$ cat config.mk
export PLATFORM = sky130hd
export DESIGN_NAME = mmio_port_responder
export DESIGN_NICKNAME = d
export VERILOG_FILES = /design/src/rtl/mmio_port_responder.sv
export SDC_FILE = /design/constraint.sdc
export NUM_CORES = 1
export LEC_CHECK = 0
export BUFFER_PORTS_ARGS = -buffer_cell sky130_fd_sc_hd__buf_2
export CAP_MARGIN = 25
export CORE_MARGIN = 4
export CORE_UTILIZATION = 48
export DETAILED_ROUTE_END_ITERATION = 10
export HOLD_SLACK_MARGIN = 0.12
export PLACE_DENSITY_LB_ADDON = 0.25
export SLEW_MARGIN = 20
export SYNTH_ARGS = -nofsm -noshare
export SYNTH_HDL_FRONTEND = slang
export SYNTH_SLANG_ARGS = --single-unit
$ cat constraint.sdc
create_clock -name clk -period 5.1 [get_ports clk]
set_clock_uncertainty 0.15 [all_clocks]
set_input_delay 0.51 -clock clk [delete_from_list [all_inputs] [get_ports clk]]
set_output_delay 0.51 -clock clk [all_outputs]
set_load 0.005 [all_outputs]
$ cat src/rtl/mmio_port_responder.sv
// rtl/mmio_port_responder.sv - MMIO responder: output port, synchronized input port with edge capture, optional timer.
// The timer registers exist only when MMIO_PORT_TIMER_EN is defined.
module mmio_port_responder #(
    parameter logic [31:0] BASE_ADDR = 32'h1001_0040,
    parameter int          IN_WIDTH  = 8
) (
    input  logic                clk,
    input  logic                reset,
    input  logic [31:0]         Address,
    input  logic [31:0]         WriteData,
    input  logic                MemWrite,
    input  logic                MemRead,
    input  logic [IN_WIDTH-1:0] PortIn,
    output logic [31:0]         ReadData,
    output logic                Hit,
    output logic [31:0]         PortOut,
    output logic                Irq
);

    localparam logic [2:0] OFF_PORT_OUT = 3'd0;
    localparam logic [2:0] OFF_PORT_IN  = 3'd1;
    localparam logic [2:0] OFF_EDGE_STS = 3'd2;
    localparam logic [2:0] OFF_TMR_CNT  = 3'd3;
    localparam logic [2:0] OFF_TMR_CMP  = 3'd4;
    localparam logic [2:0] OFF_TMR_CTRL = 3'd5;

    logic [2:0]          offset;
    logic                wr_en;
    logic                wr_port_out;
    logic                wr_edge_sts;
    logic                wr_tmr_cnt;
    logic                wr_tmr_cmp;
    logic                wr_tmr_ctrl;

    logic [31:0]         port_out;
    logic [IN_WIDTH-1:0] sync1;
    logic [IN_WIDTH-1:0] sync2;
    logic [IN_WIDTH-1:0] prev;
    logic [IN_WIDTH-1:0] rise;
    logic [IN_WIDTH-1:0] edge_sts;
    logic [IN_WIDTH-1:0] edge_clr;
    logic [IN_WIDTH-1:0] edge_next;
    logic [31:0]         port_in_rd;
    logic [31:0]         edge_sts_rd;

    logic [31:0]         tmr_cnt_rd;
    logic [31:0]         tmr_cmp_rd;
    logic [31:0]         tmr_ctrl_rd;
    logic                tmr_irq;

    logic                unused_addr_bits;

    assign unused_addr_bits = ^Address[1:0];

    // Byte lanes are ignored: every register is a full word.
    assign Hit    = (Address[31:5] == BASE_ADDR[31:5]);
    assign offset = Address[4:2];
    assign wr_en  = MemWrite & Hit;

    assign wr_port_out = wr_en && (offset == OFF_PORT_OUT);
    assign wr_edge_sts = wr_en && (offset == OFF_EDGE_STS);
    assign wr_tmr_cnt  = wr_en && (offset == OFF_TMR_CNT);
    assign wr_tmr_cmp  = wr_en && (offset == OFF_TMR_CMP);
    assign wr_tmr_ctrl = wr_en && (offset == OFF_TMR_CTRL);

    always_ff @(posedge clk or negedge reset) begin
        if (!reset) begin
            port_out <= '0;
        end else if (wr_port_out) begin
            port_out <= WriteData;
        end
    end

    assign PortOut = port_out;

    always_ff @(posedge clk or negedge reset) begin
        if (!reset) begin
            sync1 <= '0;
            sync2 <= '0;
            prev  <= '0;
        end else begin
            sync1 <= PortIn;
            sync2 <= sync1;
            prev  <= sync2;
        end
    end

    assign rise = sync2 & ~prev;

    // A rise arriving with a W1C of the same bit keeps the bit set.
    always_comb begin
        edge_clr = '0;
        if (wr_edge_sts) begin
            edge_clr = WriteData[IN_WIDTH-1:0];
        end
        edge_next = (edge_sts & ~edge_clr) | rise;
    end

    always_ff @(posedge clk or negedge reset) begin
        if (!reset) begin
            edge_sts <= '0;
        end else begin
            edge_sts <= edge_next;
        end
    end

    always_comb begin
        port_in_rd                  = '0;
        port_in_rd[IN_WIDTH-1:0]    = sync2;
        edge_sts_rd                 = '0;
        edge_sts_rd[IN_WIDTH-1:0]   = edge_sts;
    end

`ifdef MMIO_PORT_TIMER_EN
    logic [31:0] tmr_cnt;
    logic [31:0] tmr_cmp;
    logic        tmr_en;
    logic        tmr_autoclr;
    logic        tmr_match;
    logic        match_now;

    assign match_now = tmr_en && (tmr_cnt == tmr_cmp);

    // A software load of the counter beats both the increment and the autoclear.
    always_ff @(posedge clk or negedge reset) begin
        if (!reset) begin
            tmr_cnt     <= '0;
            tmr_cmp     <= 32'hFFFF_FFFF;
            tmr_en      <= 1'b0;
            tmr_autoclr <= 1'b0;
            tmr_match   <= 1'b0;
        end else begin
            if (wr_tmr_cnt) begin
                tmr_cnt <= WriteData;
            end else if (tmr_en) begin
                tmr_cnt <= (match_now && tmr_autoclr) ? 32'd0 : tmr_cnt + 32'd1;
            end

            if (wr_tmr_cmp) begin
                tmr_cmp <= WriteData;
            end

            if (wr_tmr_ctrl) begin
                tmr_en      <= WriteData[0];
                tmr_autoclr <= WriteData[1];
            end

            if (match_now) begin
                tmr_match <= 1'b1;
            end else if (wr_tmr_ctrl && WriteData[2]) begin
                tmr_match <= 1'b0;
            end
        end
    end

    assign tmr_cnt_rd  = tmr_cnt;
    assign tmr_cmp_rd  = tmr_cmp;
    assign tmr_ctrl_rd = {29'd0, tmr_match, tmr_autoclr, tmr_en};
    assign tmr_irq     = tmr_match;
`else
    logic unused_tmr_strobes;

    assign unused_tmr_strobes = wr_tmr_cnt ^ wr_tmr_cmp ^ wr_tmr_ctrl;
    assign tmr_cnt_rd  = '0;
    assign tmr_cmp_rd  = '0;
    assign tmr_ctrl_rd = '0;
    assign tmr_irq     = 1'b0;
`endif

    // Loads see the pre-edge register contents, even when a store hits the same word.
    always_comb begin
        ReadData = '0;
        if (MemRead && Hit) begin
            case (offset)
                OFF_PORT_OUT: ReadData = port_out;
                OFF_PORT_IN:  ReadData = port_in_rd;
                OFF_EDGE_STS: ReadData = edge_sts_rd;
                OFF_TMR_CNT:  ReadData = tmr_cnt_rd;
                OFF_TMR_CMP:  ReadData = tmr_cmp_rd;
                OFF_TMR_CTRL: ReadData = tmr_ctrl_rd;
                default:      ReadData = '0;
            endcase
        end
    end

    assign Irq = (|edge_sts) | tmr_irq;

endmodule

==> results of run 1 <==
## final timing paths
path                             start     endpoint  slack [ns]  cells after the start
min in group asynchronous        reset   PortOut[2]        0.20                      2
min reg2reg                   sync1[0]     sync2[0]        0.20                      0
min                          PortIn[4]     sync1[4]        0.14                      1
max reg2reg                edge_sts[4]  edge_sts[4]        3.98                      2
max in group asynchronous        reset  PortOut[26]        4.08                      2
max                        Address[21]  ReadData[5]        2.03                      6
## report_power, final
part           internal, mW  switching, mW  total [mW]  leakage (nW)
clock network         0.303          0.189       0.492         0.113
logic                0.0300         0.0299      0.0598          1.14
registers             0.517        0.00420       0.521         0.797
total                 0.850          0.223        1.07          2.05
## kinds of logic (layout without fill, tap and decap cells)
group | Yosys count | after routing | share of synthesized area
AND/OR/NAND/NOR | 72 | 72 | 0.168
flip-flops | 64 | 64 | 0.593
multiplexers | 40 | 40 | 0.163
AO/OA/AOI/OAI | 17 | 17 | 0.0500
buffers and inverters | 17 | 171 | 0.0255
## synthesized netlist by cell type (6+ instances only)
cell type | instances | area, sq um
and2_1 | 33 | 206
dfrtp_1 | 64 | 1600
mux2_2 | 26 | 293
mux2_1 | 6 | 67.6
inv_1 | 8 | 30.0
nand2_1 | 10 | 37.5
nor2b_1 | 9 | 56.3
a221o_1 | 8 | 80.1
o21ai_0 | 8 | 40.0
mux2i_1 | 8 | 80.1
## layer usage
layer | vias to the layer above | routed length (microns) | part of all wire | track usage
met5 | - | 0 | 0 | 0
met4 | 0 | 74 | 0.011 | 0.0639
met3 | 8 | 522 | 0.077 | 0.0714
met2 | 89 | 3340 | 0.49 | 0.316
met1 | 1057 | 2870 | 0.42 | 0.262
li1 | 1028 | - | - | -
## layout make-up
type                    count  area, sq um
clock buffers              12          155
multi-input cells         129         1040
well taps                  72         90.1
flip-flops and latches     64         1600
repair buffers            147          768
inverters                   8         30.0
fillers                   432         1710
clock inverters             4         76.3
## registers in the layout, summed over array words and instances (netlist names)
signal and cells:
PortOut 32, sync2 8, edge_sts 8, prev 8
sync1 8
## worst max-delay path, cell delays in order
cell and delay (ns):
buf_2 0.09, nor4_1 0.36, nand4_1 0.33, a2111oi_2 0.76, and2_1 0.24, buf_2 0.11
## per-stage QoR
step                      hold slack [ns]  utilization
after CTS                           0.121        0.680
after global routing                0.121        0.687
final                               0.138        0.687
after detailed placement            0.185        0.636
after global placement              0.183        0.636
after floorplan                    0.0644            -
## timing repair
action | CTS | global route
endpoints found under the hold margin | 1 | 4
endpoints found under the setup margin | 0 | 0
hold buffers | 1 | 4
## cell usage in the layout (no fill, tap or decap)
master / count
nor3_1: 1
clkbuf_8: 11
a221o_1: 8
clkbuf_1: 1
nand4_1: 2
mux2_2: 26
bufinv_16: 2
nand3_1: 1
inv_1: 8
nand2_1: 10
mux2i_1: 8
nor4_4: 1
nor4_1: 4
nand2b_1: 1
or4_1: 1
buf_2: 139
clkinv_4: 1
nor4_2: 2
a2111oi_2: 1
nor4b_2: 2
dfrtp_1: 64
nor2_1: 4
dlygate4sd3_1: 5
buf_4: 3
or4b_1: 1
and2_1: 33
clkinvlp_4: 1
mux2_1: 6
nor2b_1: 9
o21ai_0: 8
==> summary.txt, run 1 <==
Yosys
  – Distinct cells, synth: 24
  – Post-Synthesis Cells: 210
  – Number of flops mapped to enable cells by yosys: 0
  – Yosys warns: 0
  – Seq/Total Area, Yosys: 0.593
  – Top_reg_cell synth: dfrtp_1
  – Post-Syn Area: 2700 sq um
  – Synth Register Bits: 64
  – Syn_nets: 286
  – Mean Syn Cell Area: 12.9 sq um
  – Synth async-reset ratio: 1.00

Power
  – Tot Pwr: 1.07 mW
  – Pwr Density: 285 nW/um^2
  – Pleak: 2.05 nW
  – Peak supply drop: 0.150 mV

Timing
  – Max-slew violations: 0
  – Tmin final: 3.07 ns
  – Setup TNS: 0 ns
  – Worst slew pin tran: 0.787 ns
  – Final hold violation count: 0
  – Final Cycle Share: 0.602
  – RSZ-0062 raised after global routing: no
  – Fmax: 0.326 GHz
  – Final setup margin: 2.03 ns
  – Finish-stage setup viols: 0
  – Rel. slew slack: 0.475

GRT
  – GRT overflow: 0
  – Number of global-route vias before repair: 2281
  – Largest net degree at the start of global routing: 65
  – First-pass GRT wire length: 11100 microns
  – Total GRT Usage: 0.201
  – Initial antenna violation count: 0

Floorplan
  – Die Wd: 83 microns
  – Chip height: 83 microns
  – Die Area: 6890 sq um
  – Starting Density: 0.493
  – Cell row count: 27
  – IO Pins: 142
  – Core area: 5470 sq um

Clock network
  – CTS Buf Count: 9
  – PostCTS Resize Cnt: 0
  – CTS max path bufs: 2
  – Post-CTS Setup Repair Bufs: 0
  – Clock Latency Late Sink: 0.33 ns
  – CTS Sinks: 64
  – Clock transition at the registers of the reported paths: 0.07 ns
  – TritonCTS clock tree: done
  – # H-tree levels: 3
  – Root buf cell: clkbuf_8

Worst setup path
  – Critical Path RT: 4.44 ns
  – CP Capture Type: primary output
  – Maximum fanout along the worst path: 8
  – WS Path Type: in2out
  – Arr. time, crit path: 2.41 ns
  – Crit path launch type: input pin

Place
  – Dpl hpwl: 4870 microns
  – Port bufs: 139
  – Placed cells: 415
  – Instance area at placement: 3480 sq um
  – GPL Wtd Cong: 0.852
  – Pre-CTS WS: 1.99 ns

Route
  – Drt pass-1 iters: 4
  – DR DRC count: 0
  – Drt wl/cell: 15.6 microns
  – DRT iter0 DRCs: 47
  – Routed wire length: 6810 microns
  – Vias per inst: 5.00
  – Routed Antenna Nets: 0
  – Routed vias: 2182

Cells and area
  – Antenna Cells: 0
  – Nets@finish: 435
  – Layout cell share with drive strength beyond 1: 0.519
  – Final instance area: 3760 sq um
  – Post-Layout Cell Count: 436
  – Area Growth Syn to Fin: 39.2%

Run status
  – Outcome: finished clean

Worst hold path
  – Worst Hold Class: in2reg

Flow run
  – Max-cap violation count: 0
Power figures use the tool's default switching activity.
==> run 2, diff against run 1 <==
--- a/config.mk
+++ b/config.mk
@@ -5,10 +5,11 @@
 export SDC_FILE = /design/constraint.sdc
 export NUM_CORES = 1
 export LEC_CHECK = 0
+export ABC_AREA = 1
 export BUFFER_PORTS_ARGS = -buffer_cell sky130_fd_sc_hd__buf_2
 export CAP_MARGIN = 25
 export CORE_MARGIN = 4
-export CORE_UTILIZATION = 48
+export CORE_UTILIZATION = 42
 export DETAILED_ROUTE_END_ITERATION = 10
 export HOLD_SLACK_MARGIN = 0.12
 export PLACE_DENSITY_LB_ADDON = 0.25
==> constraint.sdc (replaced) <==
create_clock -name clk -period 2.8 [get_ports clk]
set_clock_uncertainty 0.15 [all_clocks]
set_input_delay 0.28 -clock clk [delete_from_list [all_inputs] [get_ports clk]]
set_output_delay 0.28 -clock clk [all_outputs]
set_load 0.005 [all_outputs]
==> run 2 against run 1 <==
Effect of this change:
- sequential share of layout area decreased by 5.6 points
- worst setup slack got worse by 1.3 ns
- synthesized area rose by 10%
- first-iteration DRC count is 23% higher
- design area increased by 15%
- routed wire length rose by 8.5%
- clock power increased by 62%
- worst hold slack better by 0.061 ns
- critical path depth increased by 4
- synthesized cell count is 63% higher
- sequential power up 82%
- total power is 79% higher
- highest routed layer unchanged
==> summary.txt, run 2 <==
Run status
  – Outcome: finished clean

Timing
  – RSZ-0062 raised after global routing: no
  – Tmin final: 2.07 ns
  – Worst slew pin tran: 0.774 ns (-0.0127 ns)
  – Fmax: 0.483 GHz
  – Rel. slew slack: 0.484 (+0.00850)
  – Setup TNS: 0 ns (unchanged)
  – Final Cycle Share: 0.740
  – Final hold violation count: 0 (unchanged)
  – Max-slew violations: 0 (unchanged)
  – Finish-stage setup viols: 0 (unchanged)
  – Final hold slack: 0.199 ns (+0.0606 ns)

Power
  – Sw Share: 0.213 (+0.00492)
  – Clock Power Share: 0.416 (-0.042)
  – Flop pwr share: 0.495 (+0.009)
  – Pint: 1.51 mW (+77%)
  – Net load switching power: 407 uW (+83%)
  – Peak supply drop: 0.381 mV (+150%)
  – Pwr Density: 443 nW/um^2 (+55%)
  – Gate power share: 0.089 (+0.033)
  – Pleak: 2.35 nW (+15%)

Clock network
  – PostCTS Resize Cnt: 0 (unchanged)
  – CTS Sinks: 64 (unchanged)
  – CTS Buf Count: 9 (unchanged)
  – Hold Buf Count CTS: 41 (+40)
  – Clock Latency Late Sink: 0.31 ns (-0.02 ns)
  – Root buf cell: clkbuf_8
  – Clock transition at the registers of the reported paths: 0.06 ns (about the same)
  – TritonCTS clock tree: done
  – Post-CTS Setup Repair Bufs: 0 (unchanged)
  – CTS max path bufs: 2 (unchanged)
  – # H-tree levels: 3 (unchanged)

Yosys
  – Post-synth top area share: 0.538 (-0.0553)
  – Post-Syn Area: 2980 sq um (+10%)
  – Leading area contributor after synthesis: dfrtp_1
  – Syn_nets: 419 (+47%)
  – Synth Register Bits: 64 (unchanged)
  – Synth top area cells: dfrtp_1 (54%), nand2_1 (12%), o21ai_2 (9.4%)
  – Top_reg_cell synth: dfrtp_1
  – Synth async-reset ratio: 1.00 (unchanged)
  – Count leader, synth: nand2_1
  – Number of flops mapped to enable cells by yosys: 0 (unchanged)
  – Mean Syn Cell Area: 8.68 sq um (-32%)
  – Distinct cells, synth: 21 (-13%)
  – Yosys warns: 0 (unchanged)
  – Synth top cells by count: nand2_1 (95), dfrtp_1 (64), inv_1 (52)
  – Seq/Total Area, Yosys: 0.538 (-0.0553)
  – Post-Synthesis Cells: 343 (+63%)

Cells and area
  – Largest register FFs: 32 (unchanged)
  – Area Growth Syn to Fin: 45.4%
  – Nets@finish: 600 (+38%)
  – Most common cell after layout, fill and taps aside: buf_2
  – Layout cell share with drive strength beyond 1: 0.383 (-0.137)
  – Most frequent cells in the layout: buf_2 (139), nand2_1 (95), dfrtp_1 (64)
  – Antenna Cells: 0 (unchanged)

Worst setup path
  – Maximum fanout along the worst path: 24 (+16)
  – Critical Path RT: 2.37 ns (-2.07 ns)
  – WS Path Type: in2out
  – Arr. time, crit path: 1.64 ns (-0.77 ns)
  – Reg2Reg Setup Slack: 1.86 ns (-2.12 ns)
  – Crit path launch type: input pin
  – CP Capture Type: primary output

GRT
  – Largest net degree at the start of global routing: 65 (unchanged)
  – GRT overflow: 0 (unchanged)
  – First-pass GRT wire length: 12100 microns (+9.3%)
  – Initial antenna violation count: 0 (unchanged)
  – Number of global-route vias before repair: 2642 (+16%)
  – Total GRT Usage: 0.178 (-0.0234)

Route
  – Drt pass-1 iters: 6 (+2)
  – Vias per inst: 4.31 (-14%)
  – Routed Antenna Nets: 0 (unchanged)
  – Drt wl/cell: 11.8 microns (-24%)
  – Routed wire length: 7390 microns (+8.5%)
  – Routed vias: 2691 (+23%)
  – DR DRC count: 0 (unchanged)
  – DRT iter0 DRCs: 58 (+23%)

Floorplan
  – Cell row count: 30 (+11%)
  – IO Pins: 142 (unchanged)
  – Starting Density: 0.436 (-0.0575)
  – Core area: 6830 sq um (+25%)
  – Chip height: 92.2 microns (+11%)
  – Die Wd: 92.2 microns (+11%)
  – Die Area: 8500 sq um (+23%)

Flow run
  – Max-cap violation count: 0 (unchanged)

Place
  – Port bufs: 139 (unchanged)
  – GPL Wtd Cong: 0.868 (+1.9%)
  – Dpl hpwl: 5180 microns (+6.4%)

Worst hold path
  – Worst Hold Class: reg2reg
run 2: changes by cell type in the layout (fill, tap and decap cells not counted), moves of 8 or more:
cell / previous run / this run
a21oi_1: 0 / 8
o21ai_2: 0 / 32
nor2b_1: 9 / 0
nor2_1: 4 / 46
and2_1: 33 / 0
nand2_1: 10 / 95
inv_1: 8 / 52
dlygate4sd3_1: 5 / 41
mux2i_1: 8 / 0
a221o_1: 8 / 0
mux2_2: 26 / 0
run 2: cell type report:
| class | instances | area (sq um) |
|---|---|---|
| inverters | 53 | 199 |
| flip-flops and latches | 64 | 1600 |
| repair buffers | 184 | 1140 |
| well taps | 96 | 120 |
| multi-input cells | 212 | 1070 |
| clock inverters | 3 | 40.0 |
| clock buffers | 12 | 165 |
| fillers | 607 | 2500 |
run 2: worst max-delay path, cell delays in order:
cell	delay (ns)
buf_2	0.10
nor2_1	0.10
nand2_1	0.06
nor2_1	0.11
nand2_1	0.09
nor2_4	0.30
nand2_1	0.09
buf_4	0.23
nor2_1	0.13
buf_2	0.13
run 2: path summary, 6_finish.rpt:
| path | cells past startpoint | from | to |
|---|---|---|---|
| min in group asynchronous | 3 | reset | prev[6] |
| worst min-delay path | 0 | sync1[3] | sync2[3] |
| worst max register to register | 3 | sync2[2] | edge_sts[2] |
| worst min register to register | 0 | sync1[3] | sync2[3] |
| max in group asynchronous | 3 | reset | PortOut[31] |
| worst max-delay path | 10 | Address[12] | ReadData[23] |
run 2: stage by stage:
stage	power, mW	setup WS (ns)	instances	utilization	cell area, sq um
after floorplan	1.01	1.26	343	-	2980
after CTS	1.94	0.742	624	0.634	4330
after global routing	2.00	0.587	624	0.634	4330
final	1.92	0.728	624	0.634	4330
after detailed placement	1.09	0.738	568	0.544	3710
after global placement	1.09	0.765	568	0.544	3710
run 2: layer usage:
metal / part of all wire / up-vias / global-route usage
met4: 0.018 / 0 / 0.0693
met5: 0 / - / 0
met1: 0.42 / 1185 / 0.208
li1: - / 1404 / -
met2: 0.50 / 90 / 0.314
met3: 0.060 / 12 / 0.0435
run 2: power by group through the flow:
stage	clock network [mW]	logic (mW)	registers (mW)
finish	0.798	0.171	0.947
global route	0.863	0.193	0.948
CTS	0.821	0.173	0.947
detailed placement	0	0.128	0.965
global placement	0	0.125	0.964
floorplan	0	0.0483	0.963
run 2: logic make-up (layout without fill, tap and decap cells):
logic type,count (synthesis),count (layout),synth area share
AO/OA/AOI/OAI,48,48,0.127
flip-flops,64,64,0.538
AND/OR/NAND/NOR,164,164,0.232
buffers and inverters,67,252,0.104
==> run 3, diff against run 2 <==
--- a/config.mk
+++ b/config.mk
@@ -9,7 +9,7 @@
 export BUFFER_PORTS_ARGS = -buffer_cell sky130_fd_sc_hd__buf_2
 export CAP_MARGIN = 25
 export CORE_MARGIN = 4
-export CORE_UTILIZATION = 42
+export CORE_UTILIZATION = 46
 export DETAILED_ROUTE_END_ITERATION = 10
 export HOLD_SLACK_MARGIN = 0.12
 export PLACE_DENSITY_LB_ADDON = 0.25
==> constraint.sdc (replaced) <==
create_clock -name clk -period 2.05 [get_ports clk]
set_clock_uncertainty 0.15 [all_clocks]
set_input_delay 0.205 -clock clk [delete_from_list [all_inputs] [get_ports clk]]
set_output_delay 0.205 -clock clk [all_outputs]
set_load 0.005 [all_outputs]
==> run 3 against run 2 <==
Effect of this change:
- final cell count down 2.2%
- count of clock-buffer cells in the layout decreased by 3
- first-iteration DRC count rose to 3.4 times the previous value
- sequential power is 36% higher
- via count is 4.2% higher
- combinational power increased by 41%
- clock power up 49%
- critical path type unchanged
- critical endpoint unchanged
- largest power group unchanged
==> summary.txt, run 3 (same netlist as run 2, synthesis figures left out) <==
Run status
  – Outcome: finished clean

Worst hold path
  – Hold Path End: sync2[1]
  – Origin of the worst min-delay path: sync1[1]
  – Hold depth: 0 (unchanged)
  – Worst Hold Class: reg2reg

Clock network
  – PostCTS Resize Cnt: 0 (unchanged)
  – CTS Buf Count: 9 (unchanged)
  – # H-tree levels: 3 (unchanged)
  – Post-CTS Setup Repair Bufs: 0 (unchanged)
  – CTS Sinks: 64 (unchanged)
  – Clock transition at the registers of the reported paths: 0.07 ns (about the same)
  – CTS max path bufs: 2 (unchanged)
  – TritonCTS clock tree: done
  – Root buf cell: clkbuf_8
  – Clock Latency Late Sink: 0.33 ns (+0.02 ns)

Cells and area
  – Most frequent cells in the layout: buf_2 (139), nand2_1 (95), dfrtp_1 (64)
  – Final instance area: 4380 sq um (+1.1%)
  – Most common cell after layout, fill and taps aside: buf_2
  – Nets@finish: 604 (+0.67%)
  – Largest register FFs: 32 (unchanged)
  – Antenna Cells: 0 (unchanged)
  – Layout cell share with drive strength beyond 1: 0.386 (+0.00392)
  – Area Growth Syn to Fin: 47.0%

Floorplan
  – IO Pins: 142 (unchanged)
  – Starting Density: 0.472 (+0.0358)
  – Die Wd: 88.5 microns (-4.1%)
  – Cell row count: 29 (-3.3%)
  – Die Area: 7830 sq um (-7.9%)
  – Chip height: 88.5 microns (-4.1%)
  – Core area: 6310 sq um (-7.6%)

GRT
  – Initial antenna violation count: 0 (unchanged)
  – Number of global-route vias before repair: 2677 (+1.3%)
  – Total GRT Usage: 0.201 (+0.0232)
  – Largest net degree at the start of global routing: 65 (unchanged)
  – First-pass GRT wire length: 12100 microns (-0.17%)
  – GRT overflow: 0 (unchanged)

Worst setup path
  – Crit path launch type: input pin
  – FF-to-FF path depth: 3 (unchanged)
  – Maximum fanout along the worst path: 14 (-42%)
  – Worst path max stage delay: 0.25 ns (-0.05 ns)
  – Reg2Reg Setup Slack: 1.12 ns (-0.74 ns)
  – Cells along the critical path: buf_2 > nor2_4 > nand2_1 > inv_2 > buf_4 > nand2_1 > nor2_1 > buf_2
  – Critical Path RT: 1.69 ns (-0.68 ns)
  – WS Path Type: in2out
  – Delay-heaviest family, CP: buffers and inverters
  – Arr. time, crit path: 1.44 ns (-0.20 ns)
  – Reg2reg start: sync2[3]
  – RR Endpoint: edge_sts[3]
  – CP Capture Type: primary output
  – Crit path buf inv count: 4 (+1)
  – Slowest stage cell, crit path: inv_2

Timing
  – Worst slew pin tran: 0.533 ns (-0.242 ns)
  – Tmin final: 1.80 ns
  – Fmax: 0.557 GHz
  – Final hold violation count: 0 (unchanged)
  – RSZ-0062 raised after global routing: no
  – Finish-stage setup viols: 0 (unchanged)
  – Rel. slew slack: 0.645 (+0.161)
  – Max-slew violations: 0 (unchanged)
  – Final Cycle Share: 0.876
  – Setup TNS: 0 ns (unchanged)

Place
  – Dpl hpwl: 5280 microns (+1.9%)
  – GPL Wtd Cong: 0.888 (+2.4%)
  – Instance area at placement: 3740 sq um (+0.64%)
  – Port bufs: 139 (unchanged)

Power
  – Pwr Density: 621 nW/um^2 (+40%)
  – Pleak: 2.39 nW (+1.5%)
  – Peak supply drop: 0.493 mV (+29%)

Route
  – Routed wire length: 7750 microns (+4.9%)
  – Routed vias: 2805 (+4.2%)
  – Vias per inst: 4.60 (+6.6%)
  – DR DRC count: 0 (unchanged)
  – Drt pass-1 iters: 5 (-1)
  – Drt wl/cell: 12.7 microns (+7.3%)
  – Routed Antenna Nets: 0 (unchanged)
  – DRT iter0 DRCs: 199 (+240%)

Flow run
  – Max-cap violation count: 0 (unchanged)
-- run 3: report_power, final --
group / total (mW) / switching (mW) / internal, mW
Sequential: 1.29 / 0.00667 / 1.29
Clock: 1.19 / 0.500 / 0.686
Combinational: 0.241 / 0.112 / 0.129
-- run 3: timing repair --
item,in CTS,in global routing
hold endpoints to repair,112,0
hold buffers,42,0
endpoints found under the setup margin,0,0
-- run 3: worst max path at each step --
| stage | cells after the start | end | startpoint |
|---|---|---|---|
| floorplan | 8 | ReadData[11] | Address[27] |
| global placement | 11 | PortOut[26] | Address[25] |
| detailed placement | 11 | PortOut[12] | Address[25] |
| CTS | 10 | ReadData[0] | Address[25] |
| global route | 9 | ReadData[2] | Address[2] |
| finish | 8 | ReadData[23] | Address[2] |
-- run 3: worst register-to-register path, cell delays in order (launching register included) --
cell and delay (ns):
dfrtp_1 0.34, inv_1 0.06, or2_2 0.26, nand2_1 0.07
-- run 3: layer usage --
| metal | global-route usage | vias to the layer above | part of all wire |
|---|---|---|---|
| li1 | - | 1419 | - |
| met1 | 0.238 | 1260 | 0.39 |
| met2 | 0.343 | 113 | 0.52 |
| met3 | 0.0475 | 13 | 0.081 |
| met4 | 0.100 | 0 | 0.015 |
| met5 | 0 | - | 0 |
-- run 3: area by class of cell --
| cell class | instances | area, sq um |
|---|---|---|
| fill | 501 | 1940 |
| multi-input combinational | 212 | 1070 |
| tap | 77 | 96.3 |
| timing repair buffer | 188 | 1190 |
| clock buffer | 9 | 124 |
| sequential | 64 | 1600 |
| clock inverter | 7 | 96.3 |
| inverter | 53 | 199 |
-- run 3: metrics by stage --
step	setup WS, ns	power [mW]	util	cells	hold slack, ns
2_1_floorplan	0.655	1.38	-	343	-0.241
5_1_grt	0.149	2.85	0.693	610	0.209
3_5_place_dp	0.188	1.50	0.592	552	0.0956
6_report	0.255	2.72	0.693	610	0.199
3_3_place_gp	0.225	1.49	0.592	552	0.0932
4_1_cts	0.274	2.75	0.693	610	0.201
